`config.mk`:
```
export PLATFORM = sky130hd
export DESIGN_NAME = lsu_seq_flat
export DESIGN_NICKNAME = d
export VERILOG_FILES = /design/src/rtl/lsu_pkg.sv /design/src/rtl/lsu_if.sv /design/src/rtl/lsu_align.sv /design/src/rtl/lsu_seq.sv /design/src/flat_wrapper.sv
export SDC_FILE = /design/constraint.sdc
export NUM_CORES = 1
export LEC_CHECK = 0
export CAP_MARGIN = 5
export CORE_MARGIN = 5
export CORE_UTILIZATION = 60
export DETAILED_ROUTE_END_ITERATION = 6
export DONT_BUFFER_PORTS = 1
export PLACE_DENSITY_LB_ADDON = 0.1
export SLEW_MARGIN = 20
export SYNTH_ARGS = -nofsm -noshare
export SYNTH_HDL_FRONTEND = slang
export SYNTH_HIERARCHICAL = 1
export SYNTH_SLANG_ARGS = --single-unit
```
`constraint.sdc`:
```
create_clock -name clk -period 4.14 [get_ports clk]
set_input_delay 0.828 -clock clk [delete_from_list [all_inputs] [get_ports clk]]
set_output_delay 0.828 -clock clk [all_outputs]
set_load 0.005 [all_outputs]
```
`src/rtl/lsu_pkg.sv`:
```
// lsu_pkg: shared definitions for the load/store sequencer.
//   - memop encodings seen on the core request port
//   - sequencer state enum
//   - size_of():    access size in bytes (1, 2 or 4) for a memop
//   - is_illegal(): flags the unused memop encodings 011, 100, 111
package lsu_pkg;

    localparam logic [2:0] MEMOP_WORD = 3'b000;
    localparam logic [2:0] MEMOP_BU   = 3'b001;
    localparam logic [2:0] MEMOP_HU   = 3'b010;
    localparam logic [2:0] MEMOP_BS   = 3'b101;
    localparam logic [2:0] MEMOP_HS   = 3'b110;

    typedef enum logic [2:0] {
        IDLE,
        ADDR0,
        DATA0,
        ADDR1,
        DATA1,
        WRITE0,
        WRITE1,
        RESP
    } state_t;

    function automatic logic [2:0] size_of(input logic [2:0] memop);
        case (memop)
            MEMOP_BU, MEMOP_BS: return 3'd1;
            MEMOP_HU, MEMOP_HS: return 3'd2;
            default:            return 3'd4;
        endcase
    endfunction

    function automatic logic is_illegal(input logic [2:0] memop);
        return (memop == 3'b011) || (memop == 3'b100) || (memop == 3'b111);
    endfunction

endpackage

```
`src/rtl/lsu_if.sv`:
```
// lsu_if: core request/response handshake plus the word-wide memory bus.
//   slave  modport: the sequencer (consumes requests, drives the memory bus)
//   master modport: the environment (core issuing requests + data memory)
// Signals:
//   req_valid/req_ready/req_we/req_memop/req_addr/req_wdata  request channel
//   rsp_valid/rsp_rdata/rsp_err                              response pulse
//   mem_addr/mem_we/mem_memop/mem_wdata/mem_rdata            memory bus
//   busy                                                     ~req_ready
interface lsu_if #(
    parameter int ADDR_W = 16,
    parameter int DATA_W = 32
);
    logic              req_valid;
    logic              req_ready;
    logic              req_we;
    logic [2:0]        req_memop;
    logic [ADDR_W-1:0] req_addr;
    logic [DATA_W-1:0] req_wdata;
    logic              rsp_valid;
    logic [DATA_W-1:0] rsp_rdata;
    logic              rsp_err;
    logic [ADDR_W-1:0] mem_addr;
    logic              mem_we;
    logic [2:0]        mem_memop;
    logic [DATA_W-1:0] mem_wdata;
    logic [DATA_W-1:0] mem_rdata;
    logic              busy;

    modport slave (
        input  req_valid, req_we, req_memop, req_addr, req_wdata, mem_rdata,
        output req_ready, rsp_valid, rsp_rdata, rsp_err,
               mem_addr, mem_we, mem_memop, mem_wdata, busy
    );

    modport master (
        output req_valid, req_we, req_memop, req_addr, req_wdata, mem_rdata,
        input  req_ready, rsp_valid, rsp_rdata, rsp_err,
               mem_addr, mem_we, mem_memop, mem_wdata, busy
    );
endinterface

```
`src/rtl/lsu_align.sv`:
```
// lsu_align: combinational lane handling for the sequencer.
//   Extract: {w1, w0} >> 8*offset, then zero/sign-extend per memop -> load_data
//   Merge:   replace the store lanes of {w1, w0} with wdata -> merged_w0/merged_w1
// Ports:
//   w0, w1     in  words at word0 and word0+4 (little-endian lanes)
//   offset     in  byte offset of the access within word0
//   memop      in  access memop (size for stores, size+extension for loads)
//   wdata      in  right-justified store data
//   load_data  out extended load result
//   merged_w0  out w0 with store lanes replaced
//   merged_w1  out w1 with store lanes replaced (split accesses only)
module lsu_align
    import lsu_pkg::*;
#(
    parameter int DATA_W = 32
) (
    input  logic [DATA_W-1:0] w0,
    input  logic [DATA_W-1:0] w1,
    input  logic [1:0]        offset,
    input  logic [2:0]        memop,
    input  logic [DATA_W-1:0] wdata,
    output logic [DATA_W-1:0] load_data,
    output logic [DATA_W-1:0] merged_w0,
    output logic [DATA_W-1:0] merged_w1
);
    logic [4:0]          shamt;
    logic [2*DATA_W-1:0] pair;
    logic [2*DATA_W-1:0] shifted;
    logic [DATA_W-1:0]   raw;
    logic [DATA_W-1:0]   lane_mask;
    logic [2*DATA_W-1:0] mask64;
    logic [2*DATA_W-1:0] data64;
    logic [2*DATA_W-1:0] merged;

    always_comb begin
        shamt   = {offset, 3'b000};
        pair    = {w1, w0};
        shifted = pair >> shamt;
        raw     = shifted[DATA_W-1:0];

        case (memop)
            MEMOP_BU: load_data = {{(DATA_W-8){1'b0}},  raw[7:0]};
            MEMOP_HU: load_data = {{(DATA_W-16){1'b0}}, raw[15:0]};
            MEMOP_BS: load_data = {{(DATA_W-8){raw[7]}},   raw[7:0]};
            MEMOP_HS: load_data = {{(DATA_W-16){raw[15]}}, raw[15:0]};
            default:  load_data = raw;
        endcase

        case (size_of(memop))
            3'd1:    lane_mask = {{(DATA_W-8){1'b0}},  8'hFF};
            3'd2:    lane_mask = {{(DATA_W-16){1'b0}}, 16'hFFFF};
            default: lane_mask = '1;
        endcase

        // Mask and data are placed in a 64-bit window so a split store
        // spills its upper lanes naturally into w1.
        mask64    = {{DATA_W{1'b0}}, lane_mask} << shamt;
        data64    = {{DATA_W{1'b0}}, wdata & lane_mask} << shamt;
        merged    = (pair & ~mask64) | data64;
        merged_w0 = merged[DATA_W-1:0];
        merged_w1 = merged[2*DATA_W-1:DATA_W];
    end
endmodule

```
`src/rtl/lsu_seq.sv`:
```
// lsu_seq: multi-cycle load/store sequencer in front of a word-wide memory.
// Every request becomes whole-word memory cycles (mem_memop fixed 3'b000);
// sub-word stores are read-modify-write, sub-word loads are extracted and
// extended locally. One response pulse per request.
// Ports:
//   clk   in  system clock, rising edge
//   rstn  in  asynchronous active-low reset
//   bus   lsu_if.slave: request/response handshake and memory bus
// Configuration macro: LSU_MISALIGN_SPLIT_EN
//   defined   - misaligned half/word accesses are serviced, splitting across
//               two words when they cross a word boundary
//   undefined - misaligned accesses respond with err = 1 and no memory cycle
module lsu_seq
    import lsu_pkg::*;
#(
    parameter int ADDR_W = 16,
    parameter int DATA_W = 32
) (
    input logic clk,
    input logic rstn,
    lsu_if.slave bus
);
    state_t            state_q, state_d;
    logic              we_q, we_d;
    logic [2:0]        memop_q, memop_d;
    logic [ADDR_W-1:0] word0_q, word0_d;
    logic [1:0]        offset_q, offset_d;
    logic [DATA_W-1:0] wdata_q, wdata_d;
    logic [DATA_W-1:0] w0_q, w0_d;
    logic [DATA_W-1:0] rdata_q, rdata_d;
    logic              err_q, err_d;
    logic [ADDR_W-1:0] mem_addr_q, mem_addr_d;
    logic              mem_we_q, mem_we_d;
    logic [DATA_W-1:0] mem_wdata_q, mem_wdata_d;

    logic [2:0]        req_size;
    logic [1:0]        req_off;
    logic [ADDR_W-1:0] req_word0;
    logic              req_misal;

    logic [DATA_W-1:0] eff_w0, eff_w1;
    logic [DATA_W-1:0] load_data, merged_w0, merged_w1;

`ifdef LSU_MISALIGN_SPLIT_EN
    logic              split_q, split_d;
    logic [DATA_W-1:0] w1_q, w1_d;
`else
    logic              unused_w1;
    assign unused_w1 = ^merged_w1;
`endif

    // The word being captured this cycle is taken straight from mem_rdata so
    // the merged write word / load result can be registered on the same edge.
    always_comb begin
        eff_w0 = (state_q == DATA0) ? bus.mem_rdata : w0_q;
`ifdef LSU_MISALIGN_SPLIT_EN
        eff_w1 = (state_q == DATA1) ? bus.mem_rdata : w1_q;
`else
        eff_w1 = '0;
`endif
    end

    lsu_align #(.DATA_W(DATA_W)) u_align (
        .w0        (eff_w0),
        .w1        (eff_w1),
        .offset    (offset_q),
        .memop     (memop_q),
        .wdata     (wdata_q),
        .load_data (load_data),
        .merged_w0 (merged_w0),
        .merged_w1 (merged_w1)
    );

    always_comb begin
        state_d     = state_q;
        we_d        = we_q;
        memop_d     = memop_q;
        word0_d     = word0_q;
        offset_d    = offset_q;
        wdata_d     = wdata_q;
        w0_d        = w0_q;
        rdata_d     = rdata_q;
        err_d       = err_q;
        mem_addr_d  = mem_addr_q;
        mem_we_d    = 1'b0;
        mem_wdata_d = mem_wdata_q;
`ifdef LSU_MISALIGN_SPLIT_EN
        split_d     = split_q;
        w1_d        = w1_q;
`endif
        req_size  = size_of(bus.req_memop);
        req_off   = bus.req_addr[1:0];
        req_word0 = {bus.req_addr[ADDR_W-1:2], 2'b00};
        req_misal = ((req_size == 3'd2) && req_off[0]) ||
                    ((req_size == 3'd4) && (req_off != 2'd0));

        case (state_q)
            IDLE: begin
                if (bus.req_valid) begin
                    we_d     = bus.req_we;
                    memop_d  = bus.req_memop;
                    word0_d  = req_word0;
                    offset_d = req_off;
                    wdata_d  = bus.req_wdata;
                    rdata_d  = '0;
                    err_d    = 1'b0;
`ifdef LSU_MISALIGN_SPLIT_EN
                    split_d  = (({1'b0, req_off} + req_size) > 3'd4);
                    if (is_illegal(bus.req_memop)) begin
`else
                    if (is_illegal(bus.req_memop) || req_misal) begin
`endif
                        err_d   = 1'b1;
                        state_d = RESP;
                    end else if (bus.req_we && !req_misal && (req_size == 3'd4)) begin
                        mem_addr_d  = req_word0;
                        mem_we_d    = 1'b1;
                        mem_wdata_d = bus.req_wdata;
                        state_d     = WRITE0;
                    end else begin
                        mem_addr_d = req_word0;
                        state_d    = ADDR0;
                    end
                end
            end
            ADDR0: state_d = DATA0;
            DATA0: begin
                w0_d = bus.mem_rdata;
`ifdef LSU_MISALIGN_SPLIT_EN
                if (split_q) begin
                    mem_addr_d = word0_q + ADDR_W'(4);
                    state_d    = ADDR1;
                end else
`endif
                if (we_q) begin
                    mem_addr_d  = word0_q;
                    mem_we_d    = 1'b1;
                    mem_wdata_d = merged_w0;
                    state_d     = WRITE0;
                end else begin
                    rdata_d = load_data;
                    state_d = RESP;
                end
            end
`ifdef LSU_MISALIGN_SPLIT_EN
            ADDR1: state_d = DATA1;
            DATA1: begin
                w1_d = bus.mem_rdata;
                if (we_q) begin
                    mem_addr_d  = word0_q;
                    mem_we_d    = 1'b1;
                    mem_wdata_d = merged_w0;
                    state_d     = WRITE0;
                end else begin
                    rdata_d = load_data;
                    state_d = RESP;
                end
            end
            WRITE0: begin
                if (split_q) begin
                    mem_addr_d  = word0_q + ADDR_W'(4);
                    mem_we_d    = 1'b1;
                    mem_wdata_d = merged_w1;
                    state_d     = WRITE1;
                end else begin
                    state_d = RESP;
                end
            end
            WRITE1: state_d = RESP;
`else
            WRITE0: state_d = RESP;
`endif
            RESP:    state_d = IDLE;
            default: state_d = IDLE;
        endcase
    end

    always_ff @(posedge clk or negedge rstn) begin
        if (!rstn) begin
            state_q     <= IDLE;
            we_q        <= 1'b0;
            memop_q     <= '0;
            word0_q     <= '0;
            offset_q    <= '0;
            wdata_q     <= '0;
            w0_q        <= '0;
            rdata_q     <= '0;
            err_q       <= 1'b0;
            mem_addr_q  <= '0;
            mem_we_q    <= 1'b0;
            mem_wdata_q <= '0;
`ifdef LSU_MISALIGN_SPLIT_EN
            split_q     <= 1'b0;
            w1_q        <= '0;
`endif
        end else begin
            state_q     <= state_d;
            we_q        <= we_d;
            memop_q     <= memop_d;
            word0_q     <= word0_d;
            offset_q    <= offset_d;
            wdata_q     <= wdata_d;
            w0_q        <= w0_d;
            rdata_q     <= rdata_d;
            err_q       <= err_d;
            mem_addr_q  <= mem_addr_d;
            mem_we_q    <= mem_we_d;
            mem_wdata_q <= mem_wdata_d;
`ifdef LSU_MISALIGN_SPLIT_EN
            split_q     <= split_d;
            w1_q        <= w1_d;
`endif
        end
    end

    assign bus.req_ready = (state_q == IDLE);
    assign bus.busy      = (state_q != IDLE);
    assign bus.rsp_valid = (state_q == RESP);
    assign bus.rsp_rdata = (state_q == RESP) ? rdata_q : '0;
    assign bus.rsp_err   = (state_q == RESP) && err_q;
    assign bus.mem_addr  = mem_addr_q;
    assign bus.mem_we    = mem_we_q;
    assign bus.mem_memop = MEMOP_WORD;
    assign bus.mem_wdata = mem_wdata_q;
endmodule

```
`src/flat_wrapper.sv`:
```
// flat-port wrapper written by rule: the top's interface ports become plain ports
module lsu_seq_flat import lsu_pkg::*;
#(
    parameter int ADDR_W = 16,
    parameter int DATA_W = 32
)
  (clk, rstn, bus_req_valid, bus_req_we, bus_req_memop, bus_req_addr, bus_req_wdata, bus_mem_rdata, bus_req_ready, bus_rsp_valid, bus_rsp_rdata, bus_rsp_err, bus_mem_addr, bus_mem_we, bus_mem_memop, bus_mem_wdata, bus_busy);
  lsu_if #(.ADDR_W(ADDR_W), .DATA_W(DATA_W)) bus_i ();
  input logic clk;
  input logic rstn;
  input wire logic [$bits(bus_i.req_valid)-1:0] bus_req_valid;
  input wire logic [$bits(bus_i.req_we)-1:0] bus_req_we;
  input wire logic [$bits(bus_i.req_memop)-1:0] bus_req_memop;
  input wire logic [$bits(bus_i.req_addr)-1:0] bus_req_addr;
  input wire logic [$bits(bus_i.req_wdata)-1:0] bus_req_wdata;
  input wire logic [$bits(bus_i.mem_rdata)-1:0] bus_mem_rdata;
  output wire logic [$bits(bus_i.req_ready)-1:0] bus_req_ready;
  output wire logic [$bits(bus_i.rsp_valid)-1:0] bus_rsp_valid;
  output wire logic [$bits(bus_i.rsp_rdata)-1:0] bus_rsp_rdata;
  output wire logic [$bits(bus_i.rsp_err)-1:0] bus_rsp_err;
  output wire logic [$bits(bus_i.mem_addr)-1:0] bus_mem_addr;
  output wire logic [$bits(bus_i.mem_we)-1:0] bus_mem_we;
  output wire logic [$bits(bus_i.mem_memop)-1:0] bus_mem_memop;
  output wire logic [$bits(bus_i.mem_wdata)-1:0] bus_mem_wdata;
  output wire logic [$bits(bus_i.busy)-1:0] bus_busy;
  assign bus_i.req_valid = bus_req_valid;
  assign bus_i.req_we = bus_req_we;
  assign bus_i.req_memop = bus_req_memop;
  assign bus_i.req_addr = bus_req_addr;
  assign bus_i.req_wdata = bus_req_wdata;
  assign bus_i.mem_rdata = bus_mem_rdata;
  assign bus_req_ready = bus_i.req_ready;
  assign bus_rsp_valid = bus_i.rsp_valid;
  assign bus_rsp_rdata = bus_i.rsp_rdata;
  assign bus_rsp_err = bus_i.rsp_err;
  assign bus_mem_addr = bus_i.mem_addr;
  assign bus_mem_we = bus_i.mem_we;
  assign bus_mem_memop = bus_i.mem_memop;
  assign bus_mem_wdata = bus_i.mem_wdata;
  assign bus_busy = bus_i.busy;
  lsu_seq #(.ADDR_W(ADDR_W), .DATA_W(DATA_W)) u_core (.clk(clk), .rstn(rstn), .bus(bus_i));
endmodule
```
==> flow_metrics.env <==
export IMPL_status="finished, final reports clean"
export IMPL_ios=175
export IMPL_cp_slowest_stage_delay_ns=0.52
export IMPL_hpwl_mm=16.5
export IMPL_wire_per_inst_um=21.1
export IMPL_cts_resized=0
export IMPL_drtPass1Iterations=7
export IMPL_slew_viol_final=0
export IMPL_post_route_period_util_pct=76.8
export IMPL_gr_usage_met2_pct=42.3
export IMPL_tightest_slew_ns=0.953
export IMPL_path_cells="nor3b_4 -> buf_4 -> mux2_2 -> mux4_2 -> nand3_4 -> o31a_4 -> o221ai_1 -> nand2_1 -> o21ai_0"
export IMPL_drc=0
export IMPL_grtUsageMet1_pct=36.9
export IMPL_grt_pass1_wl_mm=38.1
export IMPL_areaGrowthSynthToFinish_pct=8.52
export IMPL_skew_ns=0.0119
export IMPL_path_clk_slew_ns=0.07
export IMPL_die_w_um=132
export IMPL_port_buffers=0
export IMPL_post_cts_buffers=0
export IMPL_num_rows=44
export IMPL_hold_violations=0
export IMPL_finalNonFillerCells=1124
export IMPL_grt_max_degree=168
export IMPL_endpoint_kind="flip-flop"
export IMPL_cp_start_kind="flip-flop"
export IMPL_drt_total_wl_mm=23.7
export IMPL_busiest_layer="met2"
export IMPL_arrival_ns=3.45
export IMPL_cts_tree="done"
export IMPL_start_util_pct=61.2
export IMPL_clk_latency_ns=0.43
export IMPL_final_common_cell="nand2_1"
export IMPL_clock_sinks=167
export IMPL_hold_buffers=0
export IMPL_r2r_cells=9
export IMPL_track_usage_pct=27.3
export IMPL_power_density_nw_per_um2=900
export IMPL_finalSetupViolCount=0
export IMPL_cts_root_buf="clkbuf_16"
export IMPL_cp_required_ns=4.41
export IMPL_fin_tns_setup_ns=0
export IMPL_syn_inst=930
export IMPL_whs_ns=0.0997
export IMPL_grt_pass1_vias=6838
export IMPL_cts_max_level=4
export IMPL_min_path_type="in2async"
export IMPL_leakagePower_nw=4.48
export IMPL_drv_cap=0
export IMPL_max_slew_margin_pct=36.4
export IMPL_crit_fanout=29
export IMPL_vias=6727
export IMPL_antenna_found_initial=4
export IMPL_ir_worst_vdd_uv=491
export IMPL_rsz0062_at_grt="false"
export IMPL_grt_overflow_total=0
export IMPL_ant_nets=0
export IMPL_core_area_um2=14600
export IMPL_avgSynthCellArea_um2=9.60
export IMPL_post_route_util_pct=66.4
export IMPL_multi_input_area_um2=4530
export IMPL_slowest_stage="mux4_2"
export IMPL_fin_crit_ns=3.18
export IMPL_placed_cells=1090
export IMPL_drt_iter0_drc=595
export IMPL_fin_nets=1012
export IMPL_critical_path_class="reg2reg"
export IMPL_ys_warn_count=6
export IMPL_max_freq_ghz=0.314
export IMPL_n_fill_cell=1176
export IMPL_drive_gt1_share_pct=14.1
export IMPL_die_y_um=132
export IMPL_syn_cell_area_um2=8930
export IMPL_register_area_um2=4180
export IMPL_numCtsBuffers=17
export IMPL_routabilityCongestion=0.909
export IMPL_fp_dieArea_um2=17400
export IMPL_met3_usage_pct=8.24
export IMPL_final_cell_mix="288 x nand2_1, 166 x dfrtp_1, 74 x o21ai_0, 74 x mux2i_1, 66 x mux2_2"
export IMPL_viasPerCell=5.98
export IMPL_cts_path_max_buffers=2
==> state kept, by name, summed over array words and instances, names as in the netlist <==
register and flops:
u_core/rdata_q 32, u_core/err_q 1, u_core/bus.mem_wdata 32, u_core/state_q 3, u_core/bus.mem_addr 14, u_core/offset_q 2, u_core/we_q 1, u_core/wdata_q 32
u_core/bus.mem_we 1, u_core/memop_q 3, u_core/w0_q 32, u_core/word0_q 14
==> path summary, 6_finish.rpt <==
check,startpoint,to,slack [ns]
min in group clk,u_core/wdata_q[24],u_core/wdata_q[24],0.47
worst max register to register,u_core/state_q[2],u_core/rdata_q[26],0.96
worst max-delay path,u_core/state_q[2],u_core/rdata_q[26],0.96
max in group asynchronous,rstn,u_core/offset_q[0],3.87
worst min-delay path,rstn,u_core/bus.mem_wdata[30],0.1
worst min register to register,u_core/wdata_q[24],u_core/wdata_q[24],0.47
==> where the power goes <==
group          switching [W]  total [W]  internal, W
registers           0.000613    0.00300      0.00239
logic                0.00230    0.00396      0.00166
clock network       0.000652    0.00175      0.00110
total                0.00357    0.00872      0.00515
==> per-layer routing <==
layer  up-vias  share of wire [%]  routed length, um
met5         -               0.14                 32
met3        37                8.0               1890
met2       246                 47              11200
li1       3107                  -                  -
met4         4                1.8                425
met1      3333                 43              10100
==> stage by stage <==
step	total power [W]	area (um^2)	worst slack, ns
2_1_floorplan	0.00591	9090	1.08
3_3_place_gp	0.00679	9030	1.12
3_5_place_dp	0.00693	9030	0.983
4_1_cts	0.00870	9680	0.975
5_1_grt	0.00927	9690	0.806
6_report	0.00872	9690	0.958
==> critical path, delay by kind of cell (launching register included) <==
family,cells,cell delay [ns]
compound gates,3,0.55
buf+inv,1,0.44
simple gates,3,0.62
mux,2,0.93
flops,1,0.49
==> final cells by class <==
cell class                      instances  share of cell area, %
Sequential cell                       167                   43.2
Clock inverter                         12                   2.03
Timing Repair Buffer                    8                  0.749
Tap cell                              184                   2.38
Antenna cell                            2                 0.0517
Multi-Input combinational cell        726                   46.7
Inverter                                5                  0.194
Clock buffer                           20                   4.71
(Power assumes the default switching activity.)
